--- src/rtl/serial_pkg.sv ---
`default_nettype none
// +----------------------------------------------------------------------+
// | serial_pkg : shared types and helpers for the bit-serial adder       |
// | Rev 1.0                                                              |
// +----------------------------------------------------------------------+
package serial_pkg;

  typedef enum logic [1:0] {
    IDLE = 2'd0,
    RUN  = 2'd1,
    DONE = 2'd2
  } state_t;

  // One spare bit so the counter can represent WIDTH itself without wrapping.
  function automatic int cnt_width(input int width);
    return $clog2(width) + 1;
  endfunction

endpackage
`default_nettype wire

--- src/rtl/serial_adder_if.sv ---
`default_nettype none
// +----------------------------------------------------------------------+
// | serial_adder_if : operand/result handshake bundle for serial_adder   |
// | Rev 1.0                                                              |
// +----------------------------------------------------------------------+
interface serial_adder_if #(
  parameter int WIDTH = 8
);

  logic             in_valid;
  logic             in_ready;
  logic [WIDTH-1:0] a;
  logic [WIDTH-1:0] b;
  logic             cin;
  logic             out_valid;
  logic             out_ready;
  logic [WIDTH-1:0] sum;
  logic             cout;
  logic             busy;

  modport master (
    output in_valid,
    output a,
    output b,
    output cin,
    output out_ready,
    input  in_ready,
    input  out_valid,
    input  sum,
    input  cout,
    input  busy
  );

  modport slave (
    input  in_valid,
    input  a,
    input  b,
    input  cin,
    input  out_ready,
    output in_ready,
    output out_valid,
    output sum,
    output cout,
    output busy
  );

endinterface
`default_nettype wire

--- src/rtl/fa_using_ha.sv ---
`default_nettype none
// +----------------------------------------------------------------------+
// | fa_using_ha : single-bit full adder built from two half-adder stages |
// | Rev 1.0                                                              |
// +----------------------------------------------------------------------+
module fa_using_ha (
  input  logic a,
  input  logic b,
  input  logic cin,
  output logic sum,
  output logic carry
);

  logic w_ha0_sum;
  logic w_ha0_carry;
  logic w_ha1_carry;

  assign w_ha0_sum   = a ^ b;
  assign w_ha0_carry = a & b;

  assign sum         = w_ha0_sum ^ cin;
  assign w_ha1_carry = w_ha0_sum & cin;

  assign carry       = w_ha0_carry | w_ha1_carry;

endmodule
`default_nettype wire

--- src/rtl/serial_adder.sv ---
`default_nettype none
// +----------------------------------------------------------------------+
// | serial_adder : LSB-first bit-serial adder, one bit per clock         |
// | Rev 1.0                                                              |
// +----------------------------------------------------------------------+
module serial_adder
  import serial_pkg::*;
#(
  parameter int WIDTH = 8
) (
  input  logic           clk,
  input  logic           rst,
  serial_adder_if.slave  bus
);

  localparam int                  c_cnt_w    = cnt_width(WIDTH);
  localparam logic [c_cnt_w-1:0]  c_cnt_one  = c_cnt_w'(1);
  localparam logic [c_cnt_w-1:0]  c_cnt_last = c_cnt_w'(WIDTH - 1);

  state_t             r_state;
  state_t             w_state_nxt;

  logic [WIDTH-1:0]   r_a_sh;
  logic [WIDTH-1:0]   r_b_sh;
  logic               r_carry;
  logic [c_cnt_w-1:0] r_cnt;
  logic [WIDTH-1:0]   r_sum;
  logic               r_cout;
  logic               r_out_valid;

  logic               w_in_ready;
  logic               w_accept;
  logic               w_release;
  logic               w_last;
  logic               w_fa_sum;
  logic               w_fa_carry;
  logic [WIDTH-1:0]   w_sum_next;

  assign w_in_ready = (r_state == IDLE) && !rst;
  assign w_accept   = bus.in_valid && w_in_ready;
  assign w_release  = r_out_valid && bus.out_ready;
  assign w_last     = (r_cnt == c_cnt_last);

  fa_using_ha u_fa (
    .a     (r_a_sh[0]),
    .b     (r_b_sh[0]),
    .cin   (r_carry),
    .sum   (w_fa_sum),
    .carry (w_fa_carry)
  );

  // The partial-sum shifter only needs WIDTH-1 stored bits: the newest bit
  // comes straight from the full adder when the result is captured.
  if (WIDTH == 1) begin : g_w1
    assign w_sum_next = w_fa_sum;
  end else begin : g_wn
    logic [WIDTH-2:0] r_sum_sh;

    always_ff @(posedge clk) begin
      if (rst) begin
        r_sum_sh <= '0;
      end else if (w_accept) begin
        r_sum_sh <= '0;
      end else if (r_state == RUN) begin
        r_sum_sh <= w_sum_next[WIDTH-1:1];
      end
    end

    assign w_sum_next = {w_fa_sum, r_sum_sh};
  end

  always_ff @(posedge clk) begin
    if (rst) begin
      r_state <= IDLE;
    end else begin
      r_state <= w_state_nxt;
    end
  end

  always_comb begin
    w_state_nxt = r_state;
    case (r_state)
      IDLE:    if (w_accept)  w_state_nxt = RUN;
      RUN:     if (w_last)    w_state_nxt = DONE;
      DONE:    if (w_release) w_state_nxt = IDLE;
      default: w_state_nxt = IDLE;
    endcase
  end

  always_ff @(posedge clk) begin
    if (rst) begin
      r_a_sh      <= '0;
      r_b_sh      <= '0;
      r_carry     <= 1'b0;
      r_cnt       <= '0;
      r_sum       <= '0;
      r_cout      <= 1'b0;
      r_out_valid <= 1'b0;
    end else begin
      case (r_state)
        IDLE: begin
          if (w_accept) begin
            r_a_sh  <= bus.a;
            r_b_sh  <= bus.b;
            r_carry <= bus.cin;
            r_cnt   <= '0;
          end
        end
        RUN: begin
          r_a_sh  <= r_a_sh >> 1;
          r_b_sh  <= r_b_sh >> 1;
          r_carry <= w_fa_carry;
          r_cnt   <= r_cnt + c_cnt_one;
          // Result registers update only here, so they hold between operations.
          if (w_last) begin
            r_sum       <= w_sum_next;
            r_cout      <= w_fa_carry;
            r_out_valid <= 1'b1;
          end
        end
        DONE: begin
          if (w_release) begin
            r_out_valid <= 1'b0;
          end
        end
        default: begin
          r_out_valid <= 1'b0;
        end
      endcase
    end
  end

  assign bus.in_ready  = w_in_ready;
  assign bus.out_valid = r_out_valid;
  assign bus.sum       = r_sum;
  assign bus.cout      = r_cout;
  assign bus.busy      = (r_state != IDLE);

endmodule
`default_nettype wire

--- src/flat_wrapper.sv ---
// flat-port wrapper written by rule: the top's interface ports become plain ports
module serial_adder_flat import serial_pkg::*;
#(
  parameter int WIDTH = 8
)
  (clk, rst, bus_in_valid, bus_a, bus_b, bus_cin, bus_out_ready, bus_in_ready, bus_out_valid, bus_sum, bus_cout, bus_busy);
  serial_adder_if #(.WIDTH(WIDTH)) bus_i ();
  input  logic clk;
  input  logic rst;
  input wire logic [$bits(bus_i.in_valid)-1:0] bus_in_valid;
  input wire logic [$bits(bus_i.a)-1:0] bus_a;
  input wire logic [$bits(bus_i.b)-1:0] bus_b;
  input wire logic [$bits(bus_i.cin)-1:0] bus_cin;
  input wire logic [$bits(bus_i.out_ready)-1:0] bus_out_ready;
  output wire logic [$bits(bus_i.in_ready)-1:0] bus_in_ready;
  output wire logic [$bits(bus_i.out_valid)-1:0] bus_out_valid;
  output wire logic [$bits(bus_i.sum)-1:0] bus_sum;
  output wire logic [$bits(bus_i.cout)-1:0] bus_cout;
  output wire logic [$bits(bus_i.busy)-1:0] bus_busy;
  assign bus_i.in_valid = bus_in_valid;
  assign bus_i.a = bus_a;
  assign bus_i.b = bus_b;
  assign bus_i.cin = bus_cin;
  assign bus_i.out_ready = bus_out_ready;
  assign bus_in_ready = bus_i.in_ready;
  assign bus_out_valid = bus_i.out_valid;
  assign bus_sum = bus_i.sum;
  assign bus_cout = bus_i.cout;
  assign bus_busy = bus_i.busy;
  serial_adder #(.WIDTH(WIDTH)) u_core (.clk(clk), .rst(rst), .bus(bus_i));
endmodule
--- config.mk ---
export PLATFORM = sky130hd
export DESIGN_NAME = serial_adder_flat
export DESIGN_NICKNAME = d
export VERILOG_FILES = /design/src/rtl/serial_pkg.sv /design/src/rtl/serial_adder_if.sv /design/src/rtl/fa_using_ha.sv /design/src/rtl/serial_adder.sv /design/src/flat_wrapper.sv
export SDC_FILE = /design/constraint.sdc
export NUM_CORES = 1
export LEC_CHECK = 0
export BUFFER_PORTS_ARGS = -buffer_cell sky130_fd_sc_hd__buf_2
export CAP_MARGIN = 10
export CORE_AREA = 2 2 79 81
export DETAILED_ROUTE_END_ITERATION = 10
export DIE_AREA = 0 0 81 83
export GPL_TIMING_DRIVEN = 0
export SLEW_MARGIN = 20
export SYNTH_ARGS = -nofsm -noshare
export SYNTH_HDL_FRONTEND = slang
export SYNTH_SLANG_ARGS = --single-unit
--- constraint.sdc ---
create_clock -name clk -period 1.55 [get_ports clk]
set_input_delay 0.2325 -clock clk [delete_from_list [all_inputs] [get_ports clk]]
set_output_delay 0.2325 -clock clk [all_outputs]
set_load 0.005 [all_outputs]
=== Word level (Yosys, flattened, before mapping) ===
Index checks and enable logic that the tools add are counted.

* Add/sub/neg operators: 1
* Equality and inequality tests: 6
* Multiplexer cells: 15
* Bitwise gates (word level): 6
* Reductions and logical operators: 12

{| class="wikitable"
|+ Operators by type and width
! kind !! number
|-
| 8-bit one-hot mux with 2 select lines || 2
|-
| 8-bit two-way mux || 2
|-
| 4-bit one-hot mux with 2 select lines || 1
|-
| 2-bit two-way mux || 3
|-
| 2-bit by 1-bit != test with 1-bit output (second input constant) || 3
|-
| 2-bit one-hot mux with 3 select lines || 1
|-
| 3-bit AND reduction || 2
|-
| 4-bit by 1-bit adder with 4-bit output (second input constant) || 1
|-
| 4-bit by 3-bit equality test with 1-bit output (second input constant) || 1
|-
| 4-bit two-way mux || 1
|-
| 2-bit AND reduction || 2
|-
| 2-bit nonzero test || 2
|-
| 1-bit logical AND || 3
|-
| 1-bit two-way mux || 3
|-
| 1-bit one-hot mux with 3 select lines || 1
|-
| 1-bit bitwise AND || 2
|-
| 2-bit by 1-bit equality test with 1-bit output (second input constant) || 1
|-
| 2-bit equality test (second input constant) || 1
|-
| 2-bit zero test || 1
|-
| 1-bit one-hot mux with 2 select lines || 1
|-
| 2-bit OR reduction || 1
|-
| 1-bit bitwise XOR || 2
|-
| 1-bit zero test || 1
|-
| 1-bit inverter || 1
|-
| 1-bit OR || 1
|}

* Bits in registers: 40
* Input port bits: 21
* Output and inout port bits: 12
* Word-level logic and storage cells: 49

=== Depth between registers and ports, before layout ===
* Depth in word-level cells: 5
* Gate-level depth with buffers: 6
* Depth with buffers taken out: 4

=== Hierarchy ===
A second synthesis with hierarchy kept.

* Cells, all modules: 195
* Area total of the unflattened synthesis: 1,788.0 µm²

{| class="wikitable"
|+ Modules (own cells, without submodules)
! module !! times used !! cells an instance !! area an instance (µm²) !! sequential area each (µm²)
|-
| serial_adder || 1 || 194 || 1,767.9 || 800.8
|-
| fa_using_ha || 1 || 1 || 20.0 || 0.0
|}

=== Worst setup path before layout ===
Ideal clock, no wire load.

* Kind: register to register
* Start: register u_core.r_cnt[0]
* End: register u_core.r_cout (netlist: u_core.bus.cout)
* Library setup time: 127 ps
* Arrival: 1,100 ps
* Data required time: 1,423 ps
* Setup slack: 322 ps
* Stages on the path, launching flop included: 6
* Path buffers: 1
* Clock period less this slack: 1,228 ps
* Path through: dfxtp_1 > ha_1 > and3b_1 > and2_0 > clkbuf_1 > o21ai_0

* Cells in the longest elaborated chain, start to end: 2

{| class="wikitable"
|+ RTL lines
! item !! RTL line !! text
|-
| start, declared || serial_adder.sv:26 || <nowiki>logic [c_cnt_w-1:0] r_cnt;</nowiki>
|-
| start signal, assigned || serial_adder.sv:113 || <nowiki>r_cnt <= r_cnt + c_cnt_one;</nowiki>
|-
| 4-bit by 3-bit equality test with 1-bit output || serial_adder.sv:42 || <nowiki>assign w_last = (r_cnt == c_cnt_last);</nowiki>
|-
| 2-bit AND reduction (no source line) || -- ||
|-
| end signal, assigned || serial_adder.sv:117 || <nowiki>r_cout <= w_fa_carry;</nowiki>
|-
| end, declared || serial_adder.sv:28 || <nowiki>logic r_cout;</nowiki>
|}

Every way passes these cells.
A chain may end at the register's enable or synchronous reset.

=== Final worst setup path ===
* Start: register u_core.r_state[0]
* End: register u_core.r_cnt[3]

* Cells in the longest elaborated chain, start to end: 5

{| class="wikitable"
|+ RTL lines
! item !! RTL line !! text
|-
| start, declared || serial_adder.sv:20 || <nowiki>state_t r_state;</nowiki>
|-
| start signal, assigned || serial_adder.sv:76 || <nowiki>r_state <= w_state_nxt;</nowiki>
|-
| 2-bit zero test || serial_adder.sv:39, serial_adder.sv:100 ||
|-
| 1-bit logical AND || serial_adder.sv:39 || <nowiki>assign w_in_ready = (r_state == IDLE) && !rst;</nowiki>
|-
| 1-bit logical AND || serial_adder.sv:40 || <nowiki>assign w_accept = bus.in_valid && w_in_ready;</nowiki>
|-
| 2-bit by 1-bit != test with 1-bit output (no source line) || -- ||
|-
| 2-bit AND reduction (no source line) || -- ||
|}

Parallel ways exist; a longest one is shown, timed or not.

==> flow_summary.yaml <==
run_status:
  outcome: "complete, no violations"
clock_network:
  cts_buffers: 5
  post-cts-setup-buffer-count: 0
  clock-sinks: 40
  worstSkewPairLatency_ns: 0.29
  clock-root-buffer: "clkbuf_8"
  cts_max_level: 2
  cts_clock_pin_slew_for_the_worst_setup_and_hold_paths_ns: 0.08
  cts_tree: "yes"
  ctsLongestPathBuffers: 2
setup_path:
  critPathMaxStageDelay_ns: 0.52
  critPathKind: "flip-flop to flip-flop"
  crit_slowest_cell: "or4_1"
  path_cells: "buf_4 > inv_2 > or4_1 > a31oi_1"
  critical_path.max_fanout: 18
  reg2reg_capture_point: "u_core.r_cnt[3]"
  critical_path.endpoint_type: "flip-flop"
  worstReg2RegStart: "u_core.r_state[0]"
  worstSetupEndpoint: "u_core.r_cnt[3]"
  crit_start: "u_core.r_state[0]"
  timing.critical_path.from_type: "flip-flop"
  r2r_slack_ns: 0.12
  worstPathRequired_ns: 1.76
  critPathArrivalTime_ns: 1.64
  timing.reg2reg.worst_path_depth: 4
place:
  place.detailed.instances: 296
  pre_cts_worst_setup_slack_ns: -0.01070
  detailed_place_hpwl_um: 2826
  routabilityCongestion: 0.7457
  io_buffers: 32
global_route:
  global_route_wire_length_before_repair_um: 6617
  grt_overflow: 0
  antenna_violations_before_repair: 0
  grt_pass1_vias: 1397
  grt_start_max_net_pins: 19
  groute.usage.overall: 0.1247
final_layout:
  syn2layout_area_growth_pct: 25.07
  antenna_diode_instance_count: 0
  final_net_count: 250
  layout_commonest_cell: "dfxtp_1"
  filler_cell_count: 617
  layout-drive-gt1-share: 0.2325
  finish.cell_count_without_fillers: 303
  most-common-layout-cells: "dfxtp_1, nor2_1, buf_2"
sta:
  finalWorstSetupSlack_ns: 0.1194
  post-route-period-util: 0.9230
  worst_hold_slack_ns: 0.2077
  finalHoldViolCount: 0
  maxClockFrequency_mhz: 699.0
  timing.slew.headroom: 0.6834
  rsz0062_at_grt: "no"
  final.min_clock_period_ns: 1.431
  worst_clock_skew_ns: 0.007671
  drv_slew: 0
  worst_slew_pin_slew_ns: 0.4749
  tns_ns: 0
  total_setup_violations_reported_at_the_end_of_the_flow: 0
min_path:
  hp-class: "primary input to flip-flop"
route:
  avgRoutedWirePerCell_um: 12.90
  ant_nets_after_route: 0
  route.detailed.drc: 0
  drt_first_iter_violations: 93
  drt_wl_total_um: 3909
  vias_per_cell: 4.967
  dr.pass1.iters: 4
  via_count: 1505
floorplanning:
  core_area_um2: 5816
  top_level_ports: 33
  die-width_um: 81
  fp.dieH_um: 83
  rows: 28
  die_area_um2: 6723
  start_util: 0.2909
power:
  vdd.ir_drop.worst_mv: 0.5008
  cellLeakagePower_nw: 0.8336
  power_density_nw_per_um2: 1186
logic_synthesis:
  synth_seq_area_share: 0.4734
  ys_seq_elements: 40
  synth_cell_type_count: 29
  ys.warnings.count: 0
  net_count_after_synthesis: 212
  syn_avg_cell_area_um2: 8.950
  post_synthesis_cells: 189
  syn_std_cell_area_um2: 1692
run:
  max_cap_violations: 0
==> synth_stat cells <==
library cell	n	area, um^2
a211oi_1	16	120.1
buf_4	4	30.03
o21ba_2	1	10.01
nand4b_1	9	78.83
or4_1	1	7.510
a21oi_1	3	15.01
nand3_1	3	15.01
fa_1	1	20.02
clkbuf_1	9	33.78
and2_0	1	6.260
nand2_1	5	18.77
mux2i_1	1	10.01
o21bai_1	1	7.510
o22ai_1	7	43.79
nor3b_1	1	7.510
nor2_1	36	135.1
a22oi_1	8	60.06
a31oi_1	1	6.260
nor2b_1	2	12.51
o2bb2ai_1	8	70.07
o21ai_0	11	55.05
a32oi_1	2	17.52
buf_2	3	15.01
inv_2	1	3.750
inv_1	2	7.510
dfxtp_1	40	800.8
ha_1	1	12.51
nand2b_1	10	62.56
and3b_1	1	8.760
==> how the worst min path moves through the flow <==
stage	endpoint	from	slack (ns)	depth (start not counted)
floorplan	u_core.r_a_sh[7]	bus_a[7]	0.40	2
global placement	u_core.bus.sum[5]	u_core.bus.sum[5]	0.46	2
detailed placement	u_core.bus.sum[4]	u_core.bus.sum[4]	0.46	2
CTS	u_core.r_a_sh[7]	bus_a[7]	0.20	3
global route	u_core.r_a_sh[7]	bus_a[7]	0.20	3
finish	u_core.r_a_sh[7]	bus_a[7]	0.21	3
==> per-stage QoR <==
stage | total power [mW] | area [um^2] | utilization
final | 2.509 | 2116 | 0.3638
after floorplan | 1.283 | 1692 | -
after global routing | 2.626 | 2116 | 0.3638
after CTS | 2.540 | 2103 | 0.3617
after global placement | 1.359 | 1946 | 0.3346
after detailed placement | 1.364 | 1946 | 0.3346
==> per-layer routing <==
metal  track usage  share of wire  wire (um)
met5             0              0          0
met3       0.03370          0.045        176
met1        0.1770           0.51       1980
met4       0.05547          0.010         40
met2        0.1743           0.44       1711
==> cell type report <==
class,count,area [um^2],share of cell area
plain buffers,15,80.08,0.03785
clock buffers,5,68.82,0.03253
clock inverters,3,90.09,0.04258
inverters,3,11.26,0.005322
multi-input cells,130,810.8,0.3832
flip-flops and latches,40,800.8,0.3785
well taps,75,93.84,0.04435
repair buffers,32,160.2,0.07570
==> timing repair <==
action	in CTS	in global routing
gates resized for setup	2	7
hold buffers	0	0
hold endpoints to repair	0	0
setup endpoints to repair	2	10
==> cell families after synthesis <==
group           synth area share
simple gates              0.2086
compound gates            0.2397
flops                     0.4734
buf+inv                  0.05325
fa+ha+maj                0.01923
mux                     0.005917
==> registers in the layout, indices dropped and copies added (netlist names) <==
register              count
u_core.bus.sum            8
u_core.r_a_sh             8
u_core.r_b_sh             8
u_core.g_wn.r_sum_sh      7
u_core.r_cnt              4
u_core.r_state            2
u_core.bus.cout           1
u_core.bus.out_valid      1
u_core.r_carry            1
==> worst max-delay path: cells and delay by family (launching register included) <==
kind | cells | cell delay, ns
flops | 1 | 0.31
compound gates | 1 | 0.17
simple gates | 1 | 0.52
buf+inv | 2 | 0.35
==> power by group <==
part           switching, mW  internal (mW)
clock network          0.363          0.805
registers             0.0261           1.07
logic                  0.133          0.108
total                  0.522           1.99
Note: power is estimated with default switching activity, not from simulation.
